**src/rtl/ultra_sonic_pkg.sv**
```systemverilog
// Shared types and channel-selection helper for the multi-channel ultrasonic ranger.
package ultra_sonic_pkg;

    localparam int unsigned US_MAX_CH      = 16;
    localparam int unsigned US_MAX_CH_W    = 4;
    localparam int unsigned US_MAX_COUNT_W = 32;

    typedef enum logic [2:0] {
        ST_IDLE,
        ST_TRIGGER,
        ST_WAIT_ECHO,
        ST_ON_ECHO,
        ST_REPORT,
        ST_HOLDOFF
    } us_state_t;

    // Fields are sized for the largest legal configuration; the top narrows them.
    typedef struct packed {
        logic [US_MAX_COUNT_W-1:0] count;
        logic [US_MAX_CH_W-1:0]    ch;
        logic                      timeout;
    } us_result_t;

    typedef struct packed {
        logic [US_MAX_CH_W-1:0] ch;
        logic                   wrap;
    } us_next_t;

    // Lowest enabled channel above cur; otherwise the lowest enabled channel with wrap=1.
    function automatic us_next_t next_enabled(input logic [US_MAX_CH-1:0] mask,
                                              input logic [US_MAX_CH_W-1:0] cur);
        us_next_t r;
        logic     found;
        r.ch   = '0;
        r.wrap = 1'b1;
        found  = 1'b0;
        for (int i = US_MAX_CH - 1; i >= 0; i--) begin
            if (mask[i] && (i > int'(cur))) begin
                r.ch  = US_MAX_CH_W'(i);
                found = 1'b1;
            end
        end
        if (!found) begin
            for (int i = US_MAX_CH - 1; i >= 0; i--) begin
                if (mask[i]) begin
                    r.ch = US_MAX_CH_W'(i);
                end
            end
        end
        r.wrap = !found;
        return r;
    endfunction

endpackage

```
**src/rtl/ultra_sonic_array_echo_sync_edge.sv**
```systemverilog
// Two-flop synchronizer for one echo line plus rise/fall detection on the synced level.
module echo_sync_edge (
    input  logic clk,
    input  logic rst_n,
    input  logic echo_i,
    output logic rise_o,
    output logic fall_o
);

    logic meta_q;
    logic sync_q;
    logic prev_q;

    always_ff @(posedge clk or negedge rst_n) begin
        if (!rst_n) begin
            meta_q <= 1'b0;
            sync_q <= 1'b0;
            prev_q <= 1'b0;
        end else begin
            meta_q <= echo_i;
            sync_q <= meta_q;
            prev_q <= sync_q;
        end
    end

    assign rise_o = sync_q & ~prev_q;
    assign fall_o = ~sync_q & prev_q;

endmodule

```
**src/rtl/ultra_sonic_array.sv**
```systemverilog
// Round-robin sequencer for N_CH ultrasonic rangers sharing one timer; results leave over
// valid/ready: result_* are held stable while result_valid=1 and transfer on result_ready=1.
module ultra_sonic_array
    import ultra_sonic_pkg::*;
#(
    parameter int unsigned N_CH           = 4,
    parameter int unsigned COUNT_WIDTH    = 23,
    parameter int unsigned TRIG_CYCLES    = 500,
    parameter int unsigned TIMEOUT_CYCLES = 1900000,
    parameter int unsigned HOLDOFF_CYCLES = 3000000,
    localparam int unsigned CH_W          = (N_CH > 1) ? $clog2(N_CH) : 1
) (
    input  logic                   clk,
    input  logic                   reset_all,
    input  logic                   start,
    input  logic                   continuous,
    input  logic [N_CH-1:0]        ch_mask,
    input  logic [N_CH-1:0]        echo_in,
    output logic [N_CH-1:0]        trig_out,
    output logic [COUNT_WIDTH-1:0] result_count,
    output logic [CH_W-1:0]        result_ch,
    output logic                   result_timeout,
    output logic                   result_valid,
    input  logic                   result_ready,
    output logic                   active_out,
    output us_state_t              dbg_state_o
);

    if (N_CH < 1 || N_CH > US_MAX_CH) begin : g_bad_n_ch
        $error("ultra_sonic_array: N_CH must be 1..16");
    end
    if (COUNT_WIDTH > US_MAX_COUNT_W) begin : g_bad_count_width
        $error("ultra_sonic_array: COUNT_WIDTH must be <= 32");
    end
    if (64'(TIMEOUT_CYCLES) >= (64'd1 << COUNT_WIDTH) ||
        64'(HOLDOFF_CYCLES) >= (64'd1 << COUNT_WIDTH) ||
        64'(TRIG_CYCLES) >= (64'd1 << COUNT_WIDTH)) begin : g_bad_cycles
        $error("ultra_sonic_array: cycle parameters must fit in COUNT_WIDTH");
    end
    if (TIMEOUT_CYCLES == 0 || HOLDOFF_CYCLES == 0 || TRIG_CYCLES == 0) begin : g_zero_cycles
        $error("ultra_sonic_array: cycle parameters must be non-zero");
    end

    localparam logic [COUNT_WIDTH-1:0] TRIG_LAST    = COUNT_WIDTH'(TRIG_CYCLES - 1);
    localparam logic [COUNT_WIDTH-1:0] TIMEOUT_LAST = COUNT_WIDTH'(TIMEOUT_CYCLES - 1);
    localparam logic [COUNT_WIDTH-1:0] HOLD_LAST    = COUNT_WIDTH'(HOLDOFF_CYCLES - 1);

    us_state_t              state_q, state_d;
    logic [COUNT_WIDTH-1:0] timer_q, timer_d;
    logic [CH_W-1:0]        ch_q, ch_d;
    logic [N_CH-1:0]        mask_q, mask_d;
    logic [N_CH-1:0]        trig_q, trig_d;
    us_result_t             result_q, result_d;

    logic [N_CH-1:0] rise;
    logic [N_CH-1:0] fall;
    logic [N_CH-1:0] ch_sel;
    logic            rise_sel;
    logic            fall_sel;
    us_next_t        nxt;
    us_next_t        first;

    for (genvar g = 0; g < N_CH; g++) begin : g_sync
        echo_sync_edge u_sync (
            .clk    (clk),
            .rst_n  (reset_all),
            .echo_i (echo_in[g]),
            .rise_o (rise[g]),
            .fall_o (fall[g])
        );
    end

    assign ch_sel   = N_CH'(1) << ch_q;
    assign rise_sel = |(rise & ch_sel);
    assign fall_sel = |(fall & ch_sel);
    assign nxt      = next_enabled(US_MAX_CH'(mask_q), US_MAX_CH_W'(ch_q));
    assign first    = next_enabled(US_MAX_CH'(ch_mask), {US_MAX_CH_W{1'b1}});

    always_ff @(posedge clk or negedge reset_all) begin
        if (!reset_all) begin
            state_q  <= ST_IDLE;
            timer_q  <= '0;
            ch_q     <= '0;
            mask_q   <= '0;
            trig_q   <= '0;
            result_q <= '0;
        end else begin
            state_q  <= state_d;
            timer_q  <= timer_d;
            ch_q     <= ch_d;
            mask_q   <= mask_d;
            trig_q   <= trig_d;
            result_q <= result_d;
        end
    end

    always_comb begin
        state_d  = state_q;
        timer_d  = timer_q;
        ch_d     = ch_q;
        mask_d   = mask_q;
        result_d = result_q;
        case (state_q)
            ST_IDLE: begin
                if (start && (|ch_mask)) begin
                    mask_d  = ch_mask;
                    ch_d    = CH_W'(first.ch);
                    timer_d = '0;
                    state_d = ST_TRIGGER;
                end
            end
            ST_TRIGGER: begin
                if (timer_q == TRIG_LAST) begin
                    timer_d = '0;
                    state_d = ST_WAIT_ECHO;
                end else begin
                    timer_d = timer_q + 1'b1;
                end
            end
            ST_WAIT_ECHO: begin
                // The rise cycle is itself an echo-high cycle, so counting starts at 1.
                if (rise_sel) begin
                    timer_d = COUNT_WIDTH'(1);
                    state_d = ST_ON_ECHO;
                end else if (timer_q == TIMEOUT_LAST) begin
                    result_d.count   = '0;
                    result_d.ch      = US_MAX_CH_W'(ch_q);
                    result_d.timeout = 1'b1;
                    state_d          = ST_REPORT;
                end else begin
                    timer_d = timer_q + 1'b1;
                end
            end
            ST_ON_ECHO: begin
                if (fall_sel) begin
                    result_d.count   = US_MAX_COUNT_W'(timer_q);
                    result_d.ch      = US_MAX_CH_W'(ch_q);
                    result_d.timeout = 1'b0;
                    state_d          = ST_REPORT;
                end else if (timer_q == TIMEOUT_LAST) begin
                    result_d.count   = US_MAX_COUNT_W'(TIMEOUT_CYCLES);
                    result_d.ch      = US_MAX_CH_W'(ch_q);
                    result_d.timeout = 1'b1;
                    state_d          = ST_REPORT;
                end else begin
                    timer_d = timer_q + 1'b1;
                end
            end
            ST_REPORT: begin
                if (result_ready) begin
                    timer_d = '0;
                    state_d = (!nxt.wrap || continuous) ? ST_HOLDOFF : ST_IDLE;
                end
            end
            ST_HOLDOFF: begin
                if (timer_q == HOLD_LAST) begin
                    timer_d = '0;
                    if (!nxt.wrap) begin
                        ch_d    = CH_W'(nxt.ch);
                        state_d = ST_TRIGGER;
                    end else begin
                        // Wrapping only happens in continuous mode: pick up the live mask.
                        mask_d = ch_mask;
                        if (|ch_mask) begin
                            ch_d    = CH_W'(first.ch);
                            state_d = ST_TRIGGER;
                        end else begin
                            state_d = ST_IDLE;
                        end
                    end
                end else begin
                    timer_d = timer_q + 1'b1;
                end
            end
            default: state_d = ST_IDLE;
        endcase
        trig_d = (state_d == ST_TRIGGER) ? (N_CH'(1) << ch_d) : '0;
    end

    assign trig_out       = trig_q;
    assign result_count   = COUNT_WIDTH'(result_q.count);
    assign result_ch      = CH_W'(result_q.ch);
    assign result_timeout = result_q.timeout;
    assign result_valid   = (state_q == ST_REPORT);
    assign active_out     = (state_q != ST_IDLE);
    assign dbg_state_o    = state_q;

endmodule

```
**config.mk**
```make
export PLATFORM = sky130hd
export DESIGN_NAME = ultra_sonic_array
export DESIGN_NICKNAME = d
export VERILOG_FILES = /design/src/rtl/ultra_sonic_pkg.sv /design/src/rtl/ultra_sonic_array_echo_sync_edge.sv /design/src/rtl/ultra_sonic_array.sv
export SDC_FILE = /design/constraint.sdc
export NUM_CORES = 1
export LEC_CHECK = 0
export ABC_AREA = 1
export CORE_ASPECT_RATIO = 0.75
export CORE_MARGIN = 5
export CORE_UTILIZATION = 57
export DETAILED_ROUTE_END_ITERATION = 8
export HOLD_SLACK_MARGIN = 0.06
export PLACE_DENSITY = 0.81
export SYNTH_ARGS = -nofsm -noshare
export SYNTH_HDL_FRONTEND = slang
export SYNTH_SLANG_ARGS = --single-unit
```
**constraint.sdc**
```tcl
create_clock -name clk -period 2.57 [get_ports clk]
set_clock_uncertainty 0.2 [all_clocks]
set_input_delay 0.514 -clock clk [delete_from_list [all_inputs] [get_ports clk]]
set_output_delay 0.514 -clock clk [all_outputs]
set_load 0.05 [all_outputs]
```
# Word level (Yosys, flattened, before mapping)
# Index checks and enable logic that the tools add are counted.
[op_classes]
addsub = 1
multipliers = 0
div = 0
order_cmp = 3
eq_ne = 17
shift = 2
n_mux = 44
bitwise_logic = 18
n_reduce_logical = 16
[ops]
columns = ["op", "count"]
rows = [
  ["23-bit two-way mux", 7],
  ["23-bit one-hot mux with 6 select lines", 1],
  ["28-bit two-way mux", 4],
  ["28-bit one-hot mux with 2 select lines", 1],
  ["3-bit two-way mux", 8],
  ["23-bit by 1-bit adder with 23-bit output, second input constant", 1],
  ["23-bit by 21-bit == test with 1-bit output, second input constant", 1],
  ["23-bit by 22-bit == test with 1-bit output, second input constant", 1],
  ["23-bit by 9-bit == test with 1-bit output, second input constant", 1],
  ["2-bit two-way mux", 11],
  ["3-bit one-hot mux with 6 select lines", 1],
  ["4-bit two-way mux", 4],
  ["2-bit != test, second input constant", 6],
  ["4-bit AND reduction", 3],
  ["4-bit OR reduction", 3],
  ["1-bit AND", 8],
  ["4-bit AND", 2],
  ["1-bit NOT", 8],
  ["4-bit one-hot mux with 2 select lines", 1],
  ["1-bit by 2-bit << shifter with 4-bit output, first input constant", 2],
  ["3-bit by 1-bit == test with 1-bit output, second input constant", 2],
  ["3-bit by 2-bit == test with 1-bit output, second input constant", 2],
  ["3-bit == test, second input constant", 2],
  ["6-bit nonzero test", 1],
  ["other kinds (11)", 20],
]
[totals]
reg_bits = 74
latchBits = 0
ramBits = 0
mem_bits_ro = 0
out_inout_bits = 35
mem_count = 0

# Longest topological paths before layout
# Gate-level depths: netlist of the first run.
[logic_depth]
ltp_word = 11
ltp_mapped = 14
ltp_nobuf = 13

# Cells and area by module
# Synthesis of the first run repeated with hierarchy kept, for this count alone.
[unflattened]
cells_unflattened = 648
area_unflattened_um2 = 4459.3
[by_module_without_submodules]
columns = ["mod", "n_inst", "cells_each", "area_per_inst_um2"]
rows = [
  ["ultra_sonic_array", 1, 620, 4098.9],
  ["echo_sync_edge", 4, 7, 90.1],
]

# Worst setup path after synthesis of the first run
# No wires, ideal clock.
[synth_timing]
path_kind = "flip-flop to flip-flop"
start = "register state_q[0], in the netlist dbg_state_o[0]"
end = "register timer_q[8]"
setup_time_ns = 0.065
arrival_ns = 1.945
t_required_ns = 2.305
slack_ns = 0.360
path_stages_with_launch = 14
path_buffers = 1
cell_sequence = "dfrtp_1 -> nor2_1 -> nand2_2 -> inv_2 -> nand2_1 -> inv_2 -> nor2_2 -> nand2_4 -> nor2_4 -> buf_6 -> nand2_1 -> nor2_1 -> nand2_1 -> nand2_1"
[synth_via]
elab_chain_len = 3
[synth_lines]
columns = ["item", "line_no", "source"]
rows = [
  ["from (decl)", "ultra_sonic_array.sv:48", "us_state_t state_q, state_d;"],
  ["from (signal assigned)", "ultra_sonic_array.sv:88", "state_q <= state_d;"],
  ["3-bit == test (tied with other cells)", "ultra_sonic_array.sv:103", "case (state_q)"],
  ["6-bit nonzero test (no line) (tied with other cells)", "--", ""],
  ["4-bit AND reduction (no line)", "--", ""],
  ["to (signal assigned)", "ultra_sonic_array.sv:89", "timer_q <= timer_d;"],
  ["to (decl)", "ultra_sonic_array.sv:49", "logic [COUNT_WIDTH-1:0] timer_q, timer_d;"],
]
# Parallel ways exist; a longest one is shown, timed or not.
# A chain may end at the register's enable or synchronous reset.

# Worst setup path after layout of the first run
[layout_timing]
start = "register state_q[0], in the netlist dbg_state_o[0]"
end = "output port dbg_state_o[0]"
[layout_lines]
columns = ["item", "line_no", "source"]
rows = [
  ["to (decl)", "ultra_sonic_array.sv:26", "output us_state_t dbg_state_o"],
]
# No word-level cell between the ends.

==> metrics.txt, run 1 <==
design area=0.00507 sq mm; Worst path slowest cell=clkdlybuf4s50_1; top post-synthesis cells by area=dfrtp_1 42%, nand2_1 16%, nor2_1 9.4%, inv_1 5.1%, nand3_1 4.9%; Final GP Congestion=1.00; Syn Std Cell Area=0.00432 sq mm; initial antenna violation count=0; worst rel slew slack=64.9%; worst path buffer plus inverter count=1; crit path time final=2380 ps; core footprint=0.00736 sq mm; Final period util=92.8%; Worst-path clk slew=90 ps; FF-to-FF setup slack=260 ps; Cell Rows=27; DIE AREA=0.00943 sq mm; Power Dens Cells=428 mW/mm^2; area grow syn2layout=17.6%; Clock Path Buffers=2; pins over their slew limit=0; CP endpoint kind=output port; share of cells above drive strength 1=10.3%; Root Buffer=clkbuf_8; status=finished clean; CP max stage delay=850 ps; f_max=419 MHz; Least-Margin Pin Slew=522 ps; unrepaired setup endpoints after global routing=false; first-pass GRT wire length=19.6 mm; gr ovfl total=0; GRT Util Overall=25.8%; placed instance area=0.00486 sq mm; routed len/inst=15.1 um; worst setup path class=reg -> out; Final Power=2.17 mW; LEAKAGE=2.45 nW; type of the most critical hold path=reg -> reg; Synth Warn #=0; critical-path cell list=clkdlybuf4s50_1; width of the die=110 um; sequential fraction of the synthesis area=42.3%; IO Pins=48; DRC Markers=0; Pre-antenna DRT Iters=5; Synth area leader=dfrtp_1; Yosys reg bits=73; via count=4248; CTS Buf Count=9; WP data required=1860 ps; Starting DRT DRC Count=346; Final nets=686; post-synth top area share=42.3%; # diodes=0; vias in the first global route=4025; Max Cap Viol=0; Worst-Skew Late Latency=360 ps; CTS tree=done; chip height=85.4 um; DP HPWL=8.83 mm; Worst Path Max Fanout=6; Cells after Synth=623; Avg Synthesized Cell Area=6.93 sq um; Routed Antenna Nets=0; Detailed Route WL=11.7 mm; Final Hold Viols=0; delay-heaviest family, CP=buffers and inverters; WP data arrival=1670 ps; worst vdd ir=0.331 mV; # H-tree levels=3; syn_nets=637; initial core utilization=58.6%; FILL cells=649; crit start category=flip-flop; DR vias/cell=5.46; largest net degree at the start of global routing=74; Final setup viols=0; post-synth cell types=31; PortBufs=47; CTS sink cnt=73
==> path summary, 6_finish.rpt <==
| path | from | to | depth (start not counted) |
|---|---|---|---|
| hold reg to reg | g_sync[2].u_sync.meta_q | g_sync[2].u_sync.sync_q | 0 |
| hold / removal | g_sync[2].u_sync.meta_q | g_sync[2].u_sync.sync_q | 0 |
| setup reg to reg | timer_q[1] | timer_q[4] | 12 |
| min in group asynchronous | reset_all | g_sync[3].u_sync.prev_q | 3 |
| max in group asynchronous | reset_all | result_count[1] | 3 |
| setup / recovery | dbg_state_o[0] | dbg_state_o[0] | 1 |
==> routing by layer <==
layer | global-route usage, % | part of all wire [%] | wire, um | vias to the layer above
li1 | - | - | - | 2050
met1 | 35.8 | 46 | 5380 | 1981
met2 | 40.1 | 44 | 5150 | 195
met3 | 6.13 | 8.3 | 976 | 22
met4 | 8.17 | 1.7 | 203 | 0
met5 | 0 | 0 | 0 | -
==> sequential cells by signal, summed over array words and instances, names as in the netlist <==
signal                count
result_count             23
timer_q                  23
g_sync.u_sync.meta_q      4
g_sync.u_sync.prev_q      4
g_sync.u_sync.sync_q      4
trig_out                  4
dbg_state_o               3
mask_q                    3
ch_q                      2
result_ch                 2
result_timeout            1
==> stage by stage <==
step | TNS (ps) | setup WS [ps] | std cells | hold slack, ps | utilization, %
2_1_floorplan | 0 | 360 | 623 | 18.4 | -
3_3_place_gp | 0 | 69.2 | 761 | 132 | 66.0
3_5_place_dp | -28.4 | -16.9 | 761 | 139 | 66.0
4_1_cts | 0 | 189 | 778 | 153 | 68.9
5_1_grt | 0 | 69.7 | 778 | 169 | 68.9
6_report | 0 | 186 | 778 | 147 | 68.9
==> cells in the mapped netlist, drive strengths merged <==
| cell | instances |
|---|---|
| a21oi | 4 |
| buf | 15 |
| clkbuf | 3 |
| dfrtp | 73 |
| ha | 1 |
| inv | 72 |
| nand2 | 202 |
| nand3 | 46 |
| nand3b | 1 |
| nand4 | 12 |
| nor2 | 116 |
| nor3 | 6 |
| nor4 | 1 |
| o211ai | 1 |
| o21a | 1 |
| o21ai | 54 |
| o21bai | 4 |
| o22ai | 1 |
| xor2 | 10 |
==> repair_timing <==
| item | in CTS | in global routing |
|---|---|---|
| hold buffers | 1 | 0 |
| setup endpoints to repair | 1 | 1 |
| hold endpoints to repair | 73 | 0 |
| resized for setup | 1 | 1 |
| pin swaps | 0 | 0 |
| buffers inserted | 0 | 0 |
==> power breakdown <==
group / internal (mW) / total, mW / switching, mW
logic: 0.0305 / 0.0801 / 0.0496
registers: 1.16 / 1.16 / 0.00398
clock network: 0.457 / 0.931 / 0.474
==> cell usage in the layout (no fill, tap or decap), types with 2 or more instances in the layout <==
master and n:
a21oi_1 4, buf_4 8, clkbuf_8 9, clkdlybuf4s50_1 44, clkinv_2 2, dfrtp_1 73
inv_1 59, inv_2 12, inv_6 3, nand2_1 188, nand2_2 13, nand3_1 42
nand3_2 4, nand4_1 12, nor2_1 108, nor2_2 5, nor2_4 3, nor3_1 6
o21ai_0 19, o21ai_1 31, o21ai_2 3, o21bai_1 4, xor2_1 10
==> area by class of cell <==
class / instances / area [sq um] / area share [%]
inverter: 72 / 273 / 5.38
tap: 101 / 126 / 2.49
sequential: 73 / 1830 / 36.0
clock inverter: 7 / 75.1 / 1.48
multi-input combinational: 460 / 2100 / 41.5
clock buffer: 9 / 124 / 2.44
timing repair buffer: 56 / 544 / 10.7
==> cell families (layout without fill, tap and decap cells) <==
| kind of cell | after synthesis | in the layout | share of synthesized area [%] |
|---|---|---|---|
| xor+xnor | 10 | 10 | 2.03 |
| simple gates | 384 | 384 | 38.0 |
| fa+ha+maj | 1 | 1 | 0.290 |
| buf+inv | 90 | 144 | 8.96 |
| compound gates | 65 | 65 | 8.44 |
| flops | 73 | 73 | 42.3 |
(Power assumes the default switching activity.)
==> inputs of run 2 (changes only) <==
==> constraint.sdc (replaced) <==
create_clock -name clk -period 2.4 [get_ports clk]
set_clock_uncertainty 0.2 [all_clocks]
set_input_delay 0.48 -clock clk [delete_from_list [all_inputs] [get_ports clk]]
set_output_delay 0.48 -clock clk [all_outputs]
set_load 0.05 [all_outputs]
==> metrics.txt, run 2 (synthesis results as in run 1) <==
gr ovfl total=0 (unchanged); Worst-path clk slew=90 ps (about the same); critical path depth=1 (unchanged); Final nets=703 (was 686); vias in the first global route=4202 (was 4025); Detailed Route WL=12.3 mm (was 11.7 mm); reg-to-reg startpoint=ch_q[0] (was timer_q[1]); Clock Path Buffers=2 (unchanged); worst hold path depth=0 (unchanged); status=finished clean (unchanged); Root Buffer=clkbuf_8 (unchanged); Worst path slowest cell=clkdlybuf4s50_1 (unchanged); final worst slack=66.5 ps (was 186 ps); Worst Path Max Fanout=6 (unchanged); dpl ws=-27.4 ps (was -16.9 ps); CTS Buf Count=9 (unchanged); PortBufs=47 (unchanged); CP max stage delay=840 ps (was 850 ps); DP HPWL=9.48 mm (was 8.83 mm); Pre-antenna DRT Iters=5 (unchanged); Starting DRT DRC Count=382 (was 346); DR vias/cell=5.34 (was 5.46); LEAKAGE=2.53 nW (was 2.45 nW); via count=4243 (was 4248); unrepaired setup endpoints after global routing=false (unchanged); Worst-Skew Late Latency=370 ps (was 360 ps); Power Dens Cells=456 mW/mm^2 (was 428 mW/mm^2); DRC Markers=0 (unchanged); # diodes=0 (unchanged); Final setup viols=0 (unchanged); worst setup path class=reg -> out (unchanged); pins over their slew limit=0 (unchanged); Final Power=2.38 mW (was 2.17 mW); CTS tree=done (unchanged); initial core utilization=58.6% (unchanged); GRT Util Overall=27.5% (was 25.8%); Hold EP=g_sync[2].u_sync.sync_q (unchanged); width of the die=110 um (unchanged); CP endpoint kind=output port (unchanged); r2r worst-path depth=11 (was 12); first-pass GRT wire length=20.8 mm (was 19.6 mm); initial antenna violation count=0 (unchanged); Post-Route Setup TNS=0 ps (unchanged); crit start category=flip-flop (unchanged); crit path time final=2330 ps; share of cells above drive strength 1=12.5% (was 10.3%); design area=0.00523 sq mm (was 0.00507 sq mm); Final GP Congestion=0.997 (was 1.00); commonest non-fill, non-tap cell in the layout=nand2_1 (unchanged); worst rel slew slack=60.1% (was 64.9%); type of the most critical hold path=reg -> reg (unchanged); delay-heaviest family, CP=buffers and inverters (unchanged); area grow syn2layout=21.2% (was 17.6%); final core utilization=71.0% (was 68.9%); core footprint=0.00736 sq mm (unchanged); CTS sink cnt=73 (unchanged); Cell Rows=27 (unchanged); WP data arrival=1650 ps (was 1670 ps); # H-tree levels=3 (unchanged); DIE AREA=0.00943 sq mm (unchanged); FF-to-FF setup slack=190 ps (was 260 ps); critical-path cell list=clkdlybuf4s50_1 (unchanged); Least-Margin Pin Slew=599 ps (was 522 ps); worst vdd ir=0.352 mV (was 0.331 mV); Final period util=97.2%; WP data required=1720 ps (was 1860 ps); IO Pins=48 (unchanged); Max Cap Viol=0 (unchanged); largest net degree at the start of global routing=28 (was 74); worst path buffer plus inverter count=1 (unchanged); routed len/inst=15.4 um (was 15.1 um); Final Hold Viols=0 (unchanged); Reg-to-Reg End=timer_q[7] (was timer_q[4]); Routed Antenna Nets=0 (unchanged); placed instance area=0.00499 sq mm (was 0.00486 sq mm); f_max=429 MHz; most frequent cells in the layout=188 x nand2_1, 108 x nor2_1, 73 x dfrtp_1 (unchanged); chip height=85.4 um (unchanged); hold path startpoint=g_sync[2].u_sync.meta_q (unchanged)
==> run 2: routing by layer <==
layer  up-vias  track usage, %  share of wire, %
met1      1989            39.1                48
met4         0            7.61               1.5
met3        17            5.70               6.6
li1       2080               -                 -
met2       157            43.0                44
met5         -               0                 0
==> run 2: worst max-delay path by stage <==
stage,startpoint,endpoint
final,dbg_state_o[0],dbg_state_o[0]
after global routing,ch_q[0],timer_q[6]
after CTS,dbg_state_o[0],dbg_state_o[0]
after detailed placement,ch_mask[2],timer_q[19]
after global placement,ch_mask[2],timer_q[6]
after floorplan,dbg_state_o[0],timer_q[8]
==> run 2: cell type report <==
class                   instances  area, sq um
clock buffers                  10          138
clock inverters                 6         72.6
fillers                       632         2140
inverters                      72          273
multi-input cells             460         2110
flip-flops and latches         73         1830
well taps                     101          126
repair buffers                 73          683
==> run 2: through the flow <==
step	hold WS [ps]	std cells
floorplan	-15.6	623
global placement	133	777
detailed placement	135	777
CTS	153	794
global route	173	795
finish	153	795
==> run 2: repair_timing <==
action / CTS / global route
gates resized for setup: 1 / 0
pin swaps: 0 / 1
hold buffers: 1 / 0
setup endpoints to repair: 1 / 5
buffers inserted: 0 / 1
endpoints found under the hold margin: 21 / 0
==> run 2: report_power, final <==
part,switching [mW],internal (mW),total (mW)
Clock,0.525,0.521,1.05
Combinational,0.0558,0.0398,0.0956
Sequential,0.00411,1.24,1.24
Total,0.585,1.80,2.38
==> run 2: worst reg2reg max path: cells and delay by family, from the launching register on <==
family                 cells  cell delay (ps)
buffers and inverters      1               50
AOI/OAI and AO/OA          1              340
and+or+nand+nor            9             1130
DFF                        1              470
